**config.mk**
```make
export PLATFORM = sky130hd
export DESIGN_NAME = mem_bus_master
export DESIGN_NICKNAME = d
export VERILOG_FILES = /design/src/rtl/mem_bus_master_pkg.sv /design/src/rtl/mem_lane_align.sv /design/src/rtl/mem_bus_master.sv
export SDC_FILE = /design/constraint.sdc
export NUM_CORES = 1
export LEC_CHECK = 0
export BUFFER_PORTS_ARGS = -buffer_cell sky130_fd_sc_hd__buf_4
export CAP_MARGIN = 20
export CORE_ASPECT_RATIO = 2
export CORE_MARGIN = 2
export CORE_UTILIZATION = 44
export CTS_CLUSTER_SIZE = 40
export DETAILED_ROUTE_END_ITERATION = 16
export GPL_TIMING_DRIVEN = 0
export MAX_ROUTING_LAYER = met4
export PLACE_DENSITY_LB_ADDON = 0.3
export SLEW_MARGIN = 30
export SYNTH_ARGS = -nofsm -noshare
export SYNTH_HDL_FRONTEND = slang
export SYNTH_SLANG_ARGS = --single-unit
```
**constraint.sdc**
```tcl
create_clock -name clk -period 1.98 [get_ports clk]
set_input_delay 0.198 -clock clk [delete_from_list [all_inputs] [get_ports clk]]
set_output_delay 0.198 -clock clk [all_outputs]
set_load 0.1 [all_outputs]
```
**src/rtl/mem_bus_master_pkg.sv**
```systemverilog
// Shared encodings for mem_bus_master: access sizes, FSM states, default watchdog limit.
package mem_bus_master_pkg;

  typedef enum logic [1:0] {
    SIZE_BYTE = 2'b00,
    SIZE_HALF = 2'b01,
    SIZE_WORD = 2'b10,
    SIZE_ILL  = 2'b11
  } size_e;

  typedef enum logic [2:0] {
    ST_IDLE   = 3'd0,
    ST_RD     = 3'd1,
    ST_RMW_RD = 3'd2,
    ST_RMW_WR = 3'd3,
    ST_WR     = 3'd4,
    ST_DONE   = 3'd5
  } state_e;

  localparam int DEF_TIMEOUT_CYCLES = 64;

  function automatic logic is_misaligned(input size_e size, input logic [1:0] lsb);
    case (size)
      SIZE_HALF: return lsb[0];
      SIZE_WORD: return (lsb != 2'b00);
      default:   return 1'b0;
    endcase
  endfunction

endpackage

```
**src/rtl/mem_lane_align.sv**
```systemverilog
// Little-endian lane handling: extracts/extends a load lane and merges a sub-word
// store lane into a fetched word (the driver has no byte enables).
module mem_lane_align
  import mem_bus_master_pkg::*;
(
  input  logic [31:0] word,
  input  logic [1:0]  addr,
  input  size_e       size,
  input  logic        sign_ext,
  input  logic [31:0] wdata,
  output logic [31:0] load_data,
  output logic [31:0] merge_data
);

  logic [7:0]  byte_s;
  logic [15:0] half_s;

  // Lane extraction with sign/zero extension.
  always_comb begin
    byte_s = word[7:0];
    case (addr)
      2'b00:   byte_s = word[7:0];
      2'b01:   byte_s = word[15:8];
      2'b10:   byte_s = word[23:16];
      default: byte_s = word[31:24];
    endcase
    half_s = addr[1] ? word[31:16] : word[15:0];
    case (size)
      SIZE_BYTE: load_data = {{24{sign_ext & byte_s[7]}}, byte_s};
      SIZE_HALF: load_data = {{16{sign_ext & half_s[15]}}, half_s};
      default:   load_data = word;
    endcase
  end

  // Store merge: only the addressed lane takes the new data.
  always_comb begin
    merge_data = word;
    case (size)
      SIZE_BYTE: begin
        case (addr)
          2'b00:   merge_data[7:0]   = wdata[7:0];
          2'b01:   merge_data[15:8]  = wdata[7:0];
          2'b10:   merge_data[23:16] = wdata[7:0];
          default: merge_data[31:24] = wdata[7:0];
        endcase
      end
      SIZE_HALF: begin
        if (addr[1]) begin
          merge_data[31:16] = wdata[15:0];
        end else begin
          merge_data[15:0] = wdata[15:0];
        end
      end
      default: merge_data = wdata;
    endcase
  end

endmodule

```
**src/rtl/mem_bus_master.sv**
```systemverilog
// MEM-stage load/store initiator for the SRAM driver's enable/ack interface.
// Optional ack watchdog enabled by defining MEM_TIMEOUT_EN.
module mem_bus_master
  import mem_bus_master_pkg::*;
#(
  parameter int ADDR_W         = 21,
  parameter int TIMEOUT_CYCLES = DEF_TIMEOUT_CYCLES
) (
  input  logic              clk,
  input  logic              rst,
  input  logic              req_valid,
  input  logic              req_we,
  input  logic [1:0]        req_size,
  input  logic              req_signed,
  input  logic [31:0]       req_addr,
  input  logic [31:0]       req_wdata,
  output logic              req_ready,
  output logic              busy,
  output logic              resp_valid,
  output logic [31:0]       resp_rdata,
  output logic              resp_err,
  output logic              mem_enable,
  output logic              mem_read_enable,
  output logic              mem_write_enable,
  output logic [ADDR_W-1:0] mem_addr,
  output logic [31:0]       mem_wdata,
  input  logic [31:0]       mem_rdata,
  input  logic              mem_ack
);

  state_e            state_r, state_s;
  logic [ADDR_W-1:0] addr_r;
  logic [1:0]        lane_r;
  size_e             size_r;
  logic              sign_r;
  logic [31:0]       wdata_r;
  logic [31:0]       rdata_r;
  logic              err_r, valid_r, busy_r;
  logic              accept_s, bad_s, issuing_s, timeout_s;
  logic              set_resp_s, resp_err_s;
  logic [31:0]       resp_data_s, load_data_s, merge_data_s;
  size_e             req_size_s;

  assign req_size_s = size_e'(req_size);
  assign req_ready  = (state_r == ST_IDLE) && !rst;
  assign accept_s   = req_valid && req_ready;
  assign bad_s      = (req_size_s == SIZE_ILL) || is_misaligned(req_size_s, req_addr[1:0])
                   || ((req_addr >> (ADDR_W + 2)) != 32'd0);
  assign issuing_s  = state_r inside {ST_RD, ST_RMW_RD, ST_RMW_WR, ST_WR};

`ifdef MEM_TIMEOUT_EN
  localparam int TMO_W = $clog2(TIMEOUT_CYCLES + 1);
  logic [TMO_W-1:0] tmo_r;

  // Ack watchdog, restarted on every state change.
  always_ff @(posedge clk) begin
    if (rst) begin
      tmo_r <= '0;
    end else if (state_s != state_r) begin
      tmo_r <= '0;
    end else if (issuing_s && !mem_ack) begin
      tmo_r <= tmo_r + TMO_W'(1);
    end else begin
      tmo_r <= tmo_r;
    end
  end

  assign timeout_s = issuing_s && (tmo_r == TMO_W'(TIMEOUT_CYCLES));
`else
  logic unused_cfg_s;
  assign unused_cfg_s = (TIMEOUT_CYCLES != 32'sd0);
  assign timeout_s    = 1'b0;
`endif

  // Enable drops in the ack cycle so the driver never re-samples a stale request.
  assign mem_enable       = issuing_s && !mem_ack && !timeout_s;
  assign mem_read_enable  = state_r inside {ST_RD, ST_RMW_RD};
  assign mem_write_enable = state_r inside {ST_WR, ST_RMW_WR};
  assign mem_addr         = addr_r;
  assign mem_wdata        = wdata_r;
  assign busy             = busy_r;
  assign resp_valid       = valid_r;
  assign resp_rdata       = rdata_r;
  assign resp_err         = err_r;

  mem_lane_align u_lane (
    .word      (mem_rdata),
    .addr      (lane_r),
    .size      (size_r),
    .sign_ext  (sign_r),
    .wdata     (wdata_r),
    .load_data (load_data_s),
    .merge_data(merge_data_s)
  );

  // Next-state and response selection.
  always_comb begin
    state_s     = state_r;
    set_resp_s  = 1'b0;
    resp_err_s  = 1'b0;
    resp_data_s = 32'd0;
    case (state_r)
      ST_IDLE: begin
        if (accept_s) begin
          if (bad_s) begin
            state_s    = ST_DONE;
            set_resp_s = 1'b1;
            resp_err_s = 1'b1;
          end else if (!req_we) begin
            state_s = ST_RD;
          end else if (req_size_s == SIZE_WORD) begin
            state_s = ST_WR;
          end else begin
            state_s = ST_RMW_RD;
          end
        end else begin
          state_s = ST_IDLE;
        end
      end
      ST_RD: begin
        if (mem_ack) begin
          state_s     = ST_DONE;
          set_resp_s  = 1'b1;
          resp_data_s = load_data_s;
        end else if (timeout_s) begin
          state_s    = ST_DONE;
          set_resp_s = 1'b1;
          resp_err_s = 1'b1;
        end else begin
          state_s = ST_RD;
        end
      end
      ST_RMW_RD: begin
        if (mem_ack) begin
          state_s = ST_RMW_WR;
        end else if (timeout_s) begin
          state_s    = ST_DONE;
          set_resp_s = 1'b1;
          resp_err_s = 1'b1;
        end else begin
          state_s = ST_RMW_RD;
        end
      end
      ST_RMW_WR, ST_WR: begin
        if (mem_ack) begin
          state_s    = ST_DONE;
          set_resp_s = 1'b1;
        end else if (timeout_s) begin
          state_s    = ST_DONE;
          set_resp_s = 1'b1;
          resp_err_s = 1'b1;
        end else begin
          state_s = state_r;
        end
      end
      ST_DONE: state_s = ST_IDLE;
      default: state_s = ST_IDLE;
    endcase
  end

  // State register.
  always_ff @(posedge clk) begin
    if (rst) begin
      state_r <= ST_IDLE;
    end else begin
      state_r <= state_s;
    end
  end

  // Request capture, merged-word update and registered response/stall outputs.
  always_ff @(posedge clk) begin
    if (rst) begin
      addr_r  <= '0;
      lane_r  <= 2'b00;
      size_r  <= SIZE_BYTE;
      sign_r  <= 1'b0;
      wdata_r <= 32'd0;
      rdata_r <= 32'd0;
      err_r   <= 1'b0;
      valid_r <= 1'b0;
      busy_r  <= 1'b0;
    end else begin
      if (accept_s) begin
        addr_r  <= req_addr[ADDR_W+1:2];
        lane_r  <= req_addr[1:0];
        size_r  <= req_size_s;
        sign_r  <= req_signed;
        wdata_r <= req_wdata;
      end else if ((state_r == ST_RMW_RD) && mem_ack) begin
        wdata_r <= merge_data_s;
      end
      if (set_resp_s) begin
        rdata_r <= resp_data_s;
        err_r   <= resp_err_s;
      end
      valid_r <= (state_s == ST_DONE);
      busy_r  <= state_s inside {ST_RD, ST_RMW_RD, ST_RMW_WR, ST_WR};
    end
  end

endmodule
```
==> results of run 1 <==
-- critical path, cell delays in order (launching register included) --
cell and delay (ns):
dfxtp_2 0.32, buf_6 0.10, mux4_2 0.53, or2_4 0.28
a31oi_4 0.18, nor2b_4 0.09, buf_8 0.14, a22o_1 0.17
-- sequential cells by signal (all words and copies together) (netlist names) --
| signal | cells |
|---|---|
| busy | 1 |
| lane_r | 2 |
| mem_addr | 21 |
| mem_wdata | 32 |
| resp_err | 1 |
| resp_rdata | 32 |
| resp_valid | 1 |
| sign_r | 1 |
| size_r | 2 |
| state_r | 3 |
-- cell families (layout without fill, tap and decap cells) --
| group | count (synthesis) | in the layout |
|---|---|---|
| buffers and inverters | 53 | 267 |
| xor gates and xnor gates | 1 | 1 |
| adders and majority gates | 3 | 3 |
| and+or+nand+nor | 203 | 203 |
| DFF | 96 | 96 |
| AOI/OAI and AO/OA | 147 | 147 |
| muxes | 39 | 39 |
-- placed cells by master, fill, tap and decap left out, drive strengths merged, types with 8 or more instances in the layout --
master / count
a211oi: 14
a21oi: 23
a22o: 33
a32o: 8
buf: 216
clkbuf: 35
dfxtp: 96
inv: 12
mux2i: 32
nand2: 74
nand2b: 22
nand3b: 23
nor2: 49
nor2b: 8
nor3: 9
o21ai: 27
-- metal layers --
layer	GRT usage (%)	up-vias	share of wire, %
met5	-	-	0
met4	18.4	0	5.1
met3	4.11	61	4.5
met2	58.3	225	56
met1	28.8	2409	34
li1	-	2377	-
-- timing repair --
action                                  4_1_cts  5_1_grt
resized for setup                            18       16
hold buffers                                  0        0
cloned                                        0        0
setup buffers                                 4        2
pin swaps                                     3        4
endpoints found under the setup margin       51       56
-- power by group --
group,leakage (µW),internal [µW],switching (µW)
combinational,0.00228,691,1790
sequential,0.000784,2090,116
clock,0.000162,1130,830
total,0.00323,3910,2730
-- through the flow --
step / total power [µW] / hold slack (ns) / setup WS (ns) / TNS [ns]
finish: 6640 / 0.0291 / 0.0459 / 0
global route: 6810 / 0.0269 / -0.0147 / -0.0787
CTS: 6610 / 0.0275 / 0.00258 / 0
detailed placement: 4660 / 0.386 / -0.273 / -6.58
global placement: 4630 / 0.382 / -0.275 / -5.98
floorplan: 3980 / 0.297 / -0.684 / -51.12
-- layout make-up --
cell class | instances | area (µm²) | share of cell area, %
multi-input combinational | 393 | 2690 | 38.8
sequential | 96 | 1920 | 27.8
timing repair buffer | 201 | 1520 | 22.0
buffer | 41 | 254 | 3.67
clock buffer | 9 | 225 | 3.26
tap | 137 | 171 | 2.48
clock inverter | 7 | 103 | 1.48
inverter | 9 | 33.8 | 0.488
-- worst max path at each step --
stage	from	to	depth (start not counted)
5_1_grt	state_r[0]	resp_rdata[30]	8
6_report	lane_r[1]	resp_rdata[30]	7
2_1_floorplan	state_r[0]	resp_rdata[21]	8
3_5_place_dp	size_r[1]	resp_rdata[31]	6
3_3_place_gp	size_r[1]	mem_wdata[20]	7
4_1_cts	size_r[1]	resp_rdata[31]	6
==> run summary, run 1 <==
Clock buffer depth: 2
WP data required: 2.22 ns
Worst Hold Class: in -> reg
CTS Buf Count: 9
Initial Util: 45.2%
R2R cell count: 7
Worst Tran Pin Value: 0.644 ns
Placed cell areas: 6450 µm²
Leak Pwr: 0.00323 µW
Fraction of layout cells with a size suffix above 1: 36.4%
Worst r2r src: lane_r[1]
Max_slew headroom: 57.1%
Vias in the first global route: 5,036
I/O pin cnt: 196
Yosys top cell area share: 40.4%
Post-synth top area cell: dfxtp_1
Root buf cell: clkbuf_16
DRC Markers: 0
Maximum Capacitance Violations: 0
Max Clock Freq: 517 MHz
Placed cells: 874
Final setup vio count: 0
# nets final: 858
Commonest cells post-synth: dfxtp_1, nand2_1, nor2_1
Net Count, Synth: 649
Status: finished clean
DRT iter0 DRCs: 289
Compound-cell area share of the yosys netlist: 22.5%
Post-synthesis simple-gate area fraction: 21.1%
Cell variety after synth: 51
Core Region: 10,500 µm²
Routed len/inst: 20.2 µm
CTS tree: yes
Mean Syn Cell Area: 8.78 µm²
Slew Limit Fails: 0
R2R setup slack: 0.05 ns
Row count: 53
Mapped cell area: 4760 µm²
Synth top area cells: dfxtp_1, mux2i_1, a22o_1
HP Start: req_addr[3]
Hold Fails Final Rpt: 0
WS Path Type: reg -> reg
Initial antenna violation count: 0
Ys async rst share: 0%
Area Overhead vs Synth: 45.3%
Largest family of logic cells by synthesized area: compound AO/OA/AOI/OAI gates
Sequential area share after synthesis: 40.4%
PwrDens: 960 nW/µm²
#FFs+latches synth: 96
Period utilization: 97.7%
Port buffer count: 195
Pre-Repair DR Iteration Count: 5
Synth Area in XOR/XNOR: 0.184%
Worst Hold Endpoint: mem_addr[1]
YS warnings: 0
Post-Synth Adder-Cell Area: 0.788%
Post-Syn Instances: 542
Antenna Cells: 0
Vias per cell: 5.68
Global Route Usage Sum: 30.7%
Non-filler cells, final: 893
Detailed Place HPWL: 14.5 mm
Clock Sinks: 96
Critical Path Source Type: register
Hold Path Stages: 3
Die width: 77.6 µm
Worst VDD drop: 0.608 mV
Clock Latency Late Sink: 0.35 ns
CP endpoint kind: register
Reg2Reg Capture Point: resp_rdata[30]
Die area: 11,700 µm²
Routed Antenna Nets: 0
Layout Utilization: 65.6%
Post-Layout Inst Area: 6920 µm²
Number of flops mapped to enable cells by yosys: 0
Final min period: 1.93 ns
Mux cell area share after synthesis: 10.0%
Die Height: 151 µm
Clock transition at path regs: 0.07 ns
Most common cell in the netlist: dfxtp_1
CTS H-tree depth: 3
Largest net degree at the start of global routing: 18
Most used DFF post-synth: dfxtp_1
Filler instances: 911
Global route overflow: 0
Post-Route WL: 18.0 mm
DR vias: 5,072
Placer Congestion: 0.963
Critical Path AT: 2.18 ns
Skew final: 0.00652 ns
First-pass GRT wire length: 26.6 mm
Critical-path maximum fanout: 10
Note: power is estimated with default switching activity, not from simulation.
==> run 2: changes to the inputs <==
--- a/config.mk
+++ b/config.mk
@@ -13,7 +13,6 @@
 export CTS_CLUSTER_SIZE = 40
 export DETAILED_ROUTE_END_ITERATION = 16
 export GPL_TIMING_DRIVEN = 0
-export MAX_ROUTING_LAYER = met4
 export PLACE_DENSITY_LB_ADDON = 0.3
 export SLEW_MARGIN = 30
 export SYNTH_ARGS = -nofsm -noshare
==> run summary, run 2 (synthesized netlist as in run 1, its figures left out) <==
Global route overflow: 0 (unchanged)
Die area: 11,700 µm² (unchanged)
I/O pin cnt: 196 (unchanged)
Initial Util: 45.2% (unchanged)
CTS tree: yes (unchanged)
Final setup vio count: 4 (was 0)
Routed len/inst: 20.1 µm (was 20.2 µm)
Vias in the first global route: 5,064 (was 5,036)
Area Overhead vs Synth: 46.8% (was 45.3%)
Fin Hold WS: 0.0307 ns (was 0.0291 ns)
Placed cells: 874 (unchanged)
Max Clock Freq: 497 MHz (was 517 MHz)
Hold Fails Final Rpt: 0 (unchanged)
Port buffer count: 195 (unchanged)
Worst Hold Class: in -> reg (unchanged)
First-pass GRT wire length: 26.7 mm (was 26.6 mm)
CTS H-tree depth: 3 (unchanged)
Reg power frac: 33.9% (was 33.2%)
DR vias: 5,060 (was 5,072)
Period utilization: 102% (was 97.7%)
Clock Sinks: 96 (unchanged)
Critical-path maximum fanout: 4 (was 10)
Pre-CTS WS: -0.267 ns (was -0.273 ns)
Sw Pwr: 2730 µW (about the same)
Net Sw Frac: 41.8% (was 41.2%)
Fraction of layout cells with a size suffix above 1: 36.5% (was 36.4%)
Root buf cell: clkbuf_16 (unchanged)
Comb pwr share: 38.1% (was 37.3%)
Row count: 53 (unchanged)
Slew Limit Fails: 0 (unchanged)
Status: finished with violations (was finished clean)
Routed Antenna Nets: 0 (unchanged)
Leak Pwr: 0.00325 µW (was 0.00323 µW)
Global Route Usage Sum: 30.1% (was 30.7%)
Vias per cell: 5.63 (was 5.68)
Skew final: 0.00739 ns (was 0.00652 ns)
Worst Tran Pin Value: 0.683 ns (was 0.644 ns)
Non-filler cells, final: 898 (was 893)
Worst VDD drop: 0.851 mV (was 0.608 mV)
WS Path Type: reg -> reg (unchanged)
DRC Markers: 0 (unchanged)
Core Region: 10,500 µm² (unchanged)
Max_slew headroom: 54.5% (was 57.1%)
Die Height: 151 µm (unchanged)
Commonest non-fill, non-tap cell in the layout: buf_4 (unchanged)
Hold-fix buffers, CTS: 0 (unchanged)
Pre-Repair DR Iteration Count: 4 (was 5)
Clock Latency Late Sink: 0.35 ns (about the same)
RSZ-0062 raised after global routing: yes
Critical Path Source Type: register (unchanged)
Final min period: 2.01 ns (was 1.93 ns)
Final WS setup: -0.0329 ns (was 0.0459 ns)
R2R setup slack: -0.03 ns (was 0.05 ns)
Failing checks: negative setup slack
Post-Route WL: 18.0 mm (about the same)
Placer Congestion: 0.937 (was 0.963)
Critical Path AT: 2.25 ns (was 2.18 ns)
Clock buffer depth: 2 (unchanged)
DRT iter0 DRCs: 278 (was 289)
WP data required: 2.22 ns (about the same)
Initial antenna violation count: 0 (unchanged)
Antenna Cells: 0 (unchanged)
Largest net degree at the start of global routing: 19 (was 18)
Most frequent cells in the layout: buf_4, dfxtp_1, nand2_1 (unchanged)
Maximum Capacitance Violations: 0 (unchanged)
Layout Utilization: 66.3% (was 65.6%)
CTS Buf Count: 9 (unchanged)
PwrDens: 933 nW/µm² (was 960 nW/µm²)
Internal: 3790 µW (was 3910 µW)
Clock transition at path regs: 0.07 ns (about the same)
Clk pwr share: 28.1% (was 29.5%)
TNS Setup: -0.119 ns (was 0 ns)
# nets final: 863 (was 858)
Die width: 77.6 µm (unchanged)
CP endpoint kind: register (unchanged)
Detailed Place HPWL: 14.6 mm (was 14.5 mm)
run 2: final cells by class:
| type | instances | area, µm² |
|---|---|---|
| Clock inverter | 7 | 86.3 |
| Tap cell | 137 | 171 |
| Inverter | 9 | 33.8 |
| Buffer | 42 | 255 |
| Sequential cell | 96 | 1930 |
| Fill cell | 931 | 3560 |
| Timing Repair Buffer | 205 | 1600 |
| Clock buffer | 9 | 225 |
| Multi-Input combinational cell | 393 | 2690 |
run 2: power groups by stage:
| stage | logic, µW | registers (µW) | clock network (µW) |
|---|---|---|---|
| final | 2480 | 2210 | 1830 |
| after global routing | 2580 | 2220 | 1930 |
| after CTS | 2460 | 2200 | 1850 |
| after detailed placement | 2410 | 2250 | 0 |
| after global placement | 2390 | 2240 | 0 |
| after floorplan | 744 | 3240 | 0 |
run 2: per-stage QoR:
stage / area (µm²) / power, µW
floorplan: 4820 / 3980
global placement: 6450 / 4630
detailed placement: 6450 / 4660
CTS: 6930 / 6510
global route: 6990 / 6730
finish: 6990 / 6520
run 2: routing by layer:
metal  GRT usage [%]  wire, µm
met5               0         0
met4            20.1      1170
met2            58.7     10100
met1            28.2      5830
met3            4.83       935
run 2: what timing repair did:
action | 4_1_cts | 5_1_grt
gates cloned | 1 | 0
endpoints found under the setup margin | 54 | 63
pin swaps | 3 | 5
resized for setup | 15 | 23
setup buffers | 6 | 3
run 2: worst paths after layout:
path,from,end,depth (start not counted)
hold / removal,req_addr[22],mem_addr[20],3
hold reg to reg,resp_err,resp_err,2
setup reg to reg,lane_r[1],resp_rdata[19],8
setup / recovery,lane_r[1],resp_rdata[19],8
run 2: critical path: stages, from the launching register on:
cell and delay, ns:
dfxtp_4 0.37, mux4_2 0.50, or2_1 0.24, a31oi_1 0.18, nor2b_1 0.07, buf_6 0.14, buf_12 0.12, buf_12 0.11
a22o_1 0.17
